File: src/rtl/fs_seq_ctrl.sv
`default_nettype none
// fs_seq_ctrl: computes a - b - bin one nibble per cycle through a shared
// 4-bit ripple full-subtractor slice, with valid/ready handshakes on both sides.
module fs_seq_ctrl #(
  parameter int WIDTH = 16
) (
  input  logic             clk,
  input  logic             rst_n,
  input  logic             in_valid,
  output logic             in_ready,
  input  logic [WIDTH-1:0] a,
  input  logic [WIDTH-1:0] b,
  input  logic             bin,
  output logic             out_valid,
  input  logic             out_ready,
  output logic [WIDTH-1:0] diff,
  output logic             bout,
  output logic             busy
);
  localparam int N  = WIDTH / 4;
  localparam int CW = (N > 1) ? $clog2(N) : 1;
  localparam logic [CW-1:0] LAST = CW'(N - 1);

  typedef enum logic [1:0] {
    IDLE = 2'd0,
    RUN  = 2'd1,
    DONE = 2'd2
  } state_t;

  state_t           state_q, state_d;
  logic [WIDTH-1:0] a_q, a_d, b_q, b_d;
  logic [WIDTH-1:0] work_q, work_d, diff_q, diff_d;
  logic             brw_q, brw_d, bout_q, bout_d;
  logic [CW-1:0]    cnt_q, cnt_d;

  logic [3:0]       nib_a, nib_b, nib_d;
  logic             nib_brw;
  logic [WIDTH-1:0] work_upd;

  // Shared 4-bit slice: four chained 1-bit full subtractors on nibble cnt_q.
  always_comb begin : slice
    logic c;
    nib_a    = a_q[{cnt_q, 2'b00} +: 4];
    nib_b    = b_q[{cnt_q, 2'b00} +: 4];
    nib_d    = '0;
    c        = brw_q;
    for (int i = 0; i < 4; i++) begin
      nib_d[i] = nib_a[i] ^ nib_b[i] ^ c;
      c        = (~nib_a[i] & nib_b[i]) | (~(nib_a[i] ^ nib_b[i]) & c);
    end
    nib_brw  = c;
    work_upd = work_q;
    work_upd[{cnt_q, 2'b00} +: 4] = nib_d;
  end

  always_comb begin : fsm
    state_d   = state_q;
    a_d       = a_q;
    b_d       = b_q;
    work_d    = work_q;
    diff_d    = diff_q;
    brw_d     = brw_q;
    bout_d    = bout_q;
    cnt_d     = cnt_q;
    in_ready  = 1'b0;
    out_valid = 1'b0;
    busy      = 1'b1;
    case (state_q)
      IDLE: begin
        in_ready = 1'b1;
        busy     = 1'b0;
        if (in_valid) begin
          a_d     = a;
          b_d     = b;
          brw_d   = bin;
          cnt_d   = '0;
          work_d  = '0;
          state_d = RUN;
        end
      end
      RUN: begin
        work_d = work_upd;
        brw_d  = nib_brw;
        cnt_d  = cnt_q + CW'(1);
        // Last nibble: publish the assembled word in the same edge.
        if (cnt_q == LAST) begin
          diff_d  = work_upd;
          bout_d  = nib_brw;
          cnt_d   = '0;
          state_d = DONE;
        end
      end
      DONE: begin
        out_valid = 1'b1;
        if (out_ready) state_d = IDLE;
      end
      default: state_d = IDLE;
    endcase
  end

  always_ff @(posedge clk or negedge rst_n) begin
    if (!rst_n) begin
      state_q <= IDLE;
      a_q     <= '0;
      b_q     <= '0;
      work_q  <= '0;
      diff_q  <= '0;
      brw_q   <= 1'b0;
      bout_q  <= 1'b0;
      cnt_q   <= '0;
    end else begin
      state_q <= state_d;
      a_q     <= a_d;
      b_q     <= b_d;
      work_q  <= work_d;
      diff_q  <= diff_d;
      brw_q   <= brw_d;
      bout_q  <= bout_d;
      cnt_q   <= cnt_d;
    end
  end

  assign diff = diff_q;
  assign bout = bout_q;

endmodule
`default_nettype wire

File: config.mk
export PLATFORM = sky130hd
export DESIGN_NAME = fs_seq_ctrl
export DESIGN_NICKNAME = d
export VERILOG_FILES = /design/src/rtl/fs_seq_ctrl.sv
export SDC_FILE = /design/constraint.sdc
export NUM_CORES = 1
export LEC_CHECK = 0
export BUFFER_PORTS_ARGS = -buffer_cell sky130_fd_sc_hd__buf_2
export CORE_MARGIN = 2
export CORE_UTILIZATION = 24
export CTS_CLUSTER_DIAMETER = 30
export CTS_CLUSTER_SIZE = 25
export DETAILED_ROUTE_END_ITERATION = 8
export PLACE_DENSITY_LB_ADDON = 0.15
export SLEW_MARGIN = 30
export SYNTH_ARGS = -nofsm -noshare
export SYNTH_HDL_FRONTEND = slang
export SYNTH_SLANG_ARGS = --single-unit
File: constraint.sdc
create_clock -name clk -period 4.6 [get_ports clk]
set_input_delay 0.69 -clock clk [delete_from_list [all_inputs] [get_ports clk]]
set_output_delay 0.69 -clock clk [all_outputs]
set_load 0.005 [all_outputs]
# Yosys cells after proc, flatten, opt, wreduce, memory -nomap -nowiden

Cells that the tools add are included.

Bits in registers: 70
Output and inout bits: 20
Bits of input ports: 37

$add $sub $neg: 2
Bitwise gates (word level): 28
Shifts and indexed selects: 4
Reduce and logical (&&, ||, !) cells: 6
Mux-type cells: 15
Eq/ne operators: 6

Operators by type and width:

| cell                     | number |
|---|---|
| $pmux W16 S2             | 1 |
| $shiftx A16 B5 Y4        | 2 |
| $bwmux W16               | 1 |
| $mux W16                 | 1 |
| $shift A4 B6 Y16 const A | 1 |
| $shiftx A4 B6 Y16        | 1 |
| $mux W2                  | 5 |
| $and A1 B1 Y1            | 8 |
| $not A1 Y1               | 8 |
| $xor A1 B1 Y1            | 8 |
| $ne A2 B2 Y1 const B     | 3 |
| $neg A4 Y6               | 1 |
| $pmux W2 S3              | 1 |
| $reduce_and A2 Y1        | 3 |
| $eq A2 B2 Y1 const B     | 2 |
| $mux W1                  | 4 |
| $or A1 B1 Y1             | 4 |
| $pmux W2 S2              | 1 |
| $reduce_and A3 Y1        | 1 |
| $add A2 B1 Y2 const B    | 1 |
| $eq A2 B1 Y1 const B     | 1 |
| $logic_not A2 Y1         | 1 |
| $pmux W1 S2              | 1 |
| $reduce_bool A2 Y1       | 1 |

# Longest topological paths before layout

Gate-level depths: netlist of the first run.

Word-level depth: 13
Gate-level depth with buffers: 12

# Worst setup path before layout of the first run

OpenSTA, ideal clock, no wires.

Path kind: register -> register
Start point: reg cnt_q[0]
End point: reg work_q[3]
Setup time: 0.066 ns
Arrival: 3.114 ns
Cell stages (with the launch flop): 13
Required time: 4.534 ns
Setup slack: 1.420 ns
Path through: dfrtp_1 buf_2 buf_4 mux4_2 inv_1 fa_1 inv_1 fa_1 fa_1 inv_1 fa_1 nor2_1 a22o_1

Cells in the longest elaborated chain, start to end: 13
Elaborated cells on any way between the ends: 30
Those cells by class: 1 x add/sub; 4 x shift; 2 x mux; 23 x bitwise

Ends and longest elaborated chain:

| item                                        | line   | text |
|---|---|---|
| start, declared                             | 34     | `logic [CW-1:0] cnt_q, cnt_d;` |
| start signal, assigned                      | 119    | `cnt_q <= cnt_d;` |
| $shiftx A16 B5 Y4, on equally long branches | 43, 44 |  |
| $xor A1 B1 Y1                               | 48, 49 |  |
| $not A1 Y1                                  | 49     | `c = (~nib_a[i] & nib_b[i]) \| (~(nib_a[i] ^ nib_b[i]) & c);` |
| $and A1 B1 Y1                               | 49     |  |
| $or A1 B1 Y1                                | 49     |  |
| $and A1 B1 Y1                               | 49     |  |
| $or A1 B1 Y1                                | 49     |  |
| $and A1 B1 Y1                               | 49     |  |
| $or A1 B1 Y1                                | 49     |  |
| $xor A1 B1 Y1                               | 48     | `nib_d[i] = nib_a[i] ^ nib_b[i] ^ c;` |
| $shiftx A4 B6 Y16                           | 53     | `work_upd[{cnt_q, 2'b00} +: 4] = nib_d;` |
| $bwmux W16 (*)                              | 53     |  |
| $pmux W16 S2 (*)                            | 68     | `case (state_q)` |
| end signal, assigned                        | 115    | `work_q <= work_d;` |
| end, declared                               | 32     | `logic [WIDTH-1:0] work_q, work_d, diff_q, diff_d;` |

Mark *: on every way between the ends. The rest lies on a longest branch, timed or not.
A chain may end at the register's enable or synchronous reset.

# Worst setup path after layout of the first run

Start point: reg cnt_q[1]
End point: reg work_q[7]

Same word-level chain as after synthesis.

==> flow_summary_export.csv, run 1 <==
group,metric,value,unit
floorplanning,die-area,15400,µm²
sta,finalSetupViolations,0,
synth,synth_ff_type,"dfrtp_1",
synth,synth_area_leaders,"dfrtp_1 51%, mux2_4 13%, mux4_2 5.2%",
finish,final_util,30.0,%
global_routing,grt_pass1_vias,2295,
clock_network,clock-sinks,70,
route,via_per_inst,4.32,
synth,synth_common_cells,"70 x dfrtp_1, 30 x mux2_4, 18 x a21oi_1, 16 x nand2b_1, 16 x nor2_1",
floorplanning,num_rows,43,
global_routing,grt_max_degree,40,
route,drt_iter0_drc,75,
synth,synth_top_area_share,50.5,%
worst_hold_path,hold_path.class,"input pin to asynchronous set/reset pin",
synth,post-synth-top-count-cell,"dfrtp_1",
sta,tightest_slew,907,ps
sta,max_slew_margin,39.4,%
global_routing,overflow,0,
place,portBuffers,56,
finish,nNetsFinal,362,
synth,synth_edf_count,0,
run_status,status,"complete, no violations",
clock_network,post-cts-setup-buffers,0,
global_routing,antenna_found_initial,0,
pwr,switching_share,37.3,%
route,routedWlPerCell,16.0,µm
sta,fmax,0.310,GHz
worst_setup_path,worstSetupEndpointType,"register",
pwr,p_int,0.00223,W
synth,syn_inst,262,
floorplanning,die_y,124,µm
clock_network,cts_resized,0,
synth,synth_top_cell_by_area,"dfrtp_1",
route,drtPass1Iterations,4,
pwr,power.leakage,1.91,nW
clock_network,clockBufferDepth,2,
synth,mappedNetlistNets,309,
clock_network,clock_latency,340,ps
sta,setup_tns,0,ps
finish,drive_gt1_share,38.1,%
synth,ys_warn_count,0,
sta,finalHoldViolCount,0,
pwr,p_seq_share,31.2,%
sta,fin_crit,3230,ps
worst_setup_path,cp.arrival,3500,ps
global_routing,grt_pass1_wl,13000,µm
sta,fin_ws,1370,ps
place,dp_slack,1350,ps
worst_setup_path,worst_setup_path_start_kind,"register",
finish,syn2layout_area_growth,21.0,%
pwr,p_sw,0.00133,W
floorplanning,die_x,124,µm
clock_network,postCtsHoldBufs,0,
route,vias,2160,
place,dpl.hpwl,5740,µm
floorplanning,start_util,24.8,%
sta,skew,5.86,ps
route,postRouteAntennaNets,0,
synth,async_flop_share,100,%
worst_setup_path,path_max_fanout,13,
pwr,power.density,848,nW/µm²
sta,grt_setup_unrepaired,"false",
place,dpl.cell_count,484,
finish,diodes,0,
pwr,p_clk_share,21.0,%
floorplanning,ioPinCount,57,
place,place_area,3870,µm²
global_routing,groute.usage.overall,10.9,%
synth,syn_area,3470,µm²
clock_network,cts_tree,"yes",
worst_setup_path,worstPathRequired,4870,ps
sta,period_share,70.1,%
synth,postSynthAreaPerCell,13.2,µm²
synth,ys_seq_area_share,50.5,%
route,drt-total-wl,8020,µm
synth,ys_seq_elements,70,
flow_run,drv_cap,0,
sta,drv_slew,0,
clock_network,path_clk_slew,60,ps
route,drc,0,
place,routabilityCongestion,0.720,
synth,synth_cell_types,35,
floorplanning,core_area,14000,µm²
finish,layoutNonFillerInstCount,500,
finish,post-route-cell-area,4200,µm²
clock_network,h-tree-depth,3,
finish,fillers,1444,
worst_setup_path,path_class,"register to register",
pwr,ir_drop,439,µV
pwr,p_comb_share,47.8,%
clock_network,cts-root-buf,"clkbuf_16",
clock_network,numCtsBuffers,9,
## cell families (layout without fill, tap and decap cells)
| family | after synthesis | after routing | synth area share (%) |
|---|---|---|---|
| DFF | 70 | 70 | 50.5 |
| and+or+nand+nor | 56 | 56 | 9.34 |
| AOI/OAI and AO/OA | 53 | 53 | 11.0 |
| muxes | 41 | 41 | 19.2 |
| buffers and inverters | 32 | 90 | 5.52 |
| adders and majority gates | 10 | 10 | 4.47 |
## worst paths after layout
path                           from        end  slack (ps)  depth (start not counted)
setup / recovery           cnt_q[1]  work_q[7]        1370                         10
hold reg to reg             diff[4]    diff[4]         480                          1
setup reg to reg           cnt_q[1]  work_q[7]        1370                         10
min in group clk            diff[4]    diff[4]         480                          1
hold / removal                rst_n     a_q[1]         410                          1
max in group asynchronous     rst_n    b_q[13]        3210                          2
## final cells by class
type / instances / area, µm² / area share [%]
clock buffers: 10 / 239 / 5.69
repair buffers: 62 / 325 / 7.75
inverters: 12 / 45.0 / 1.07
flip-flops and latches: 70 / 1750 / 41.7
multi-input cells: 160 / 1530 / 36.3
clock inverters: 6 / 85.1 / 2.03
well taps: 180 / 225 / 5.37
## registers in the layout, summed over array words and instances, names as in the netlist
signal,flops
brw_q,1
diff,16
b_q,16
state_q,2
work_q,16
cnt_q,2
bout,1
a_q,16
## metrics by stage
step | hold WS, ps | power [W]
5_1_grt | 468 | 0.00384
3_5_place_dp | 474 | 0.00286
2_1_floorplan | 394 | 0.00233
6_report | 410 | 0.00356
4_1_cts | 430 | 0.00363
3_3_place_gp | 471 | 0.00284
## cell usage in the layout, fill, tap and decap left out, types with 3 or more instances in the layout
| cell | synthesis | final |
|---|---|---|
| dfrtp_1 | 70 | 70 |
| nor4bb_1 | 3 | 3 |
| clkbuf_16 | 0 | 9 |
| mux2_4 | 30 | 30 |
| nor2_1 | 16 | 16 |
| a31oi_1 | 6 | 6 |
| a21oi_1 | 18 | 18 |
| nand2b_1 | 16 | 16 |
| fa_1 | 4 | 4 |
| mux4_2 | 8 | 8 |
| buf_2 | 7 | 56 |
| nand2_1 | 5 | 5 |
| a21o_1 | 5 | 5 |
| inv_1 | 11 | 11 |
| nor2b_1 | 10 | 10 |
| mux2_2 | 3 | 3 |
| ha_1 | 6 | 6 |
| a32o_1 | 8 | 8 |
| a22o_1 | 9 | 9 |
| buf_4 | 1 | 6 |
## power by group through the flow
stage | Combinational (W) | Sequential (W) | Clock [W]
6_report | 0.00170 | 0.00111 | 0.000748
4_1_cts | 0.00174 | 0.00112 | 0.000776
3_5_place_dp | 0.00173 | 0.00113 | 0
3_3_place_gp | 0.00171 | 0.00113 | 0
5_1_grt | 0.00189 | 0.00115 | 0.000799
2_1_floorplan | 0.00129 | 0.00104 | 0
## critical path: stages (launching register included)
cell and delay [ps]:
dfrtp_1 680, mux4_2 380, inv_1 90, fa_1 170, inv_1 50, fa_1 370
fa_1 370, inv_1 80, fa_1 490, nor2_1 280, a22o_1 190
## routing by layer
layer,vias to the layer above,wire length [µm],track usage [%],part of all wire (%)
met3,12,363,3.53,4.5
met2,49,3720,16.4,46
li1,1035,-,-,-
met4,0,129,4.16,1.6
met1,1064,3810,14.6,47
met5,-,0,0,0
(Power assumes the default switching activity.)
==> run 2, diff against run 1 <==
==> constraint.sdc (replaced) <==
create_clock -name clk -period 3.2 [get_ports clk]
set_input_delay 0.48 -clock clk [delete_from_list [all_inputs] [get_ports clk]]
set_output_delay 0.48 -clock clk [all_outputs]
set_load 0.005 [all_outputs]
==> run 2 against run 1 <==
Routed wire length rose by 4.4%. Utilization rose by 0.13 points. Clock power grew 43%. First-iteration DRC count increased by 6.7%. Global-route usage up 0.61 points. Largest power group unchanged.
==> flow_summary_export.csv, run 2 (synthesis gave the netlist of run 1 again) <==
group,metric,value,unit
global_routing,groute.usage.overall,11.5,%
finish,fillers,1470,
clock_network,clock_latency,340,ps
place,routabilityCongestion,0.704,
floorplanning,num_rows,43,
sta,period_share,93.4,%
global_routing,antenna_found_initial,0,
finish,nNetsFinal,365,
global_routing,grt_pass1_vias,2309,
worst_setup_path,path_common_cell,"fa_1",
clock_network,clockBufferDepth,2,
floorplanning,die-area,15400,µm²
clock_network,postCtsHoldBufs,0,
sta,fin_ws,213,ps
route,drt_iter0_drc,80,
sta,tightest_slew,927,ps
clock_network,h-tree-depth,3,
clock_network,cts_tree,"yes",
worst_setup_path,path_max_fanout,5,
sta,max_slew_margin,38.1,%
place,dpl.hpwl,6030,µm
worst_setup_path,worstSetupEndpointType,"register",
clock_network,clock-sinks,70,
worst_setup_path,cp.arrival,3260,ps
run_status,status,"complete, no violations",
clock_network,post-cts-setup-buffers,0,
global_routing,overflow,0,
worst_setup_path,path_cells,"mux4_2 > inv_1 > fa_1 > inv_1 > fa_1 > fa_1 > inv_1 > fa_1 > nor2_2 > a22o_1",
pwr,power.leakage,1.93,nW
route,vias,2200,
floorplanning,core_area,14000,µm²
global_routing,grt_max_degree,46,
sta,skew,11.1,ps
route,postRouteAntennaNets,0,
worst_setup_path,crit_family,"adder cells",
floorplanning,die_y,124,µm
finish,drive_gt1_share,38.2,%
finish,syn2layout_area_growth,21.5,%
sta,drv_slew,0,
finish,layout_common_cells,"70 x dfrtp_1, 55 x buf_2, 30 x mux2_4, 18 x a21oi_1, 16 x nand2b_1",
clock_network,numCtsBuffers,9,
global_routing,grt_pass1_wl,13600,µm
route,drt-total-wl,8380,µm
route,drtPass1Iterations,4,
clock_network,cts_resized,0,
clock_network,cts-root-buf,"clkbuf_16",
sta,finalSetupViolations,0,
worst_setup_path,worstPathRequired,3470,ps
clock_network,path_clk_slew,60,ps
worst_setup_path,max_stage_delay,520,ps
place,dp_slack,151,ps
worst_setup_path,critPathBufInv,3,
sta,fin_crit,2990,ps
pwr,ir_drop,551,µV
place,portBuffers,56,
finish,final_common_cell,"dfrtp_1",
floorplanning,ioPinCount,57,
sta,setup_tns,0,ps
floorplanning,start_util,24.8,%
finish,diodes,0,
route,drc,0,
floorplanning,die_x,124,µm
worst_setup_path,path_class,"register to register",
route,routedWlPerCell,16.7,µm
sta,finalHoldViolCount,0,
worst_setup_path,cpMaxStageDelayCell,"fa_1",
worst_setup_path,worst_setup_path_start_kind,"register",
route,via_per_inst,4.38,
flow_run,drv_cap,0,
pwr,power.density,1230,nW/µm²
worst_hold_path,hold_path.class,"input pin to asynchronous set/reset pin",
sta,grt_setup_unrepaired,"false",
sta,fmax,0.335,GHz
-- run 2: path summary, 6_finish.rpt --
path / start / to / slack [ps] / depth (start not counted)
min: rst_n / diff[0] / 140 / 1
max reg2reg: cnt_q[0] / work_q[3] / 210 / 10
min reg2reg: work_q[14] / work_q[14] / 480 / 1
max in group asynchronous: rst_n / work_q[13] / 2410 / 2
max: cnt_q[0] / work_q[3] / 210 / 10
min in group clk: a[7] / a_q[7] / 370 / 2
-- run 2: cell type report --
type | count | area (µm²) | share of cell area [%]
repair buffers | 65 | 350 | 8.31
inverters | 12 | 45.0 | 1.07
well taps | 180 | 225 | 5.34
clock buffers | 12 | 246 | 5.85
flip-flops and latches | 70 | 1750 | 41.6
clock inverters | 3 | 68.8 | 1.63
multi-input cells | 160 | 1530 | 36.2
-- run 2: per-stage QoR --
step	hold WS (ps)	total power (W)	utilization [%]	cells	area (µm²)
global placement	466	0.00413	27.8	487	3890
finish	139	0.00519	30.1	502	4220
global route	187	0.00558	30.1	502	4220
CTS	165	0.00527	30.1	502	4210
floorplan	184	0.00335	-	262	3470
detailed placement	474	0.00417	27.9	487	3900
-- run 2: power by group --
part	total [W]	internal, W	switching (W)
sequential	0.00159	0.00130	0.000287
combinational	0.00253	0.00123	0.00130
clock	0.00107	0.000701	0.000371
-- run 2: layer usage --
layer,global-route usage (%),wire [µm],up-vias
met5,0,0,-
met4,2.97,82,0
met3,4.69,409,7
met2,17.3,3880,53
met1,15.4,4010,1099
li1,-,-,1041
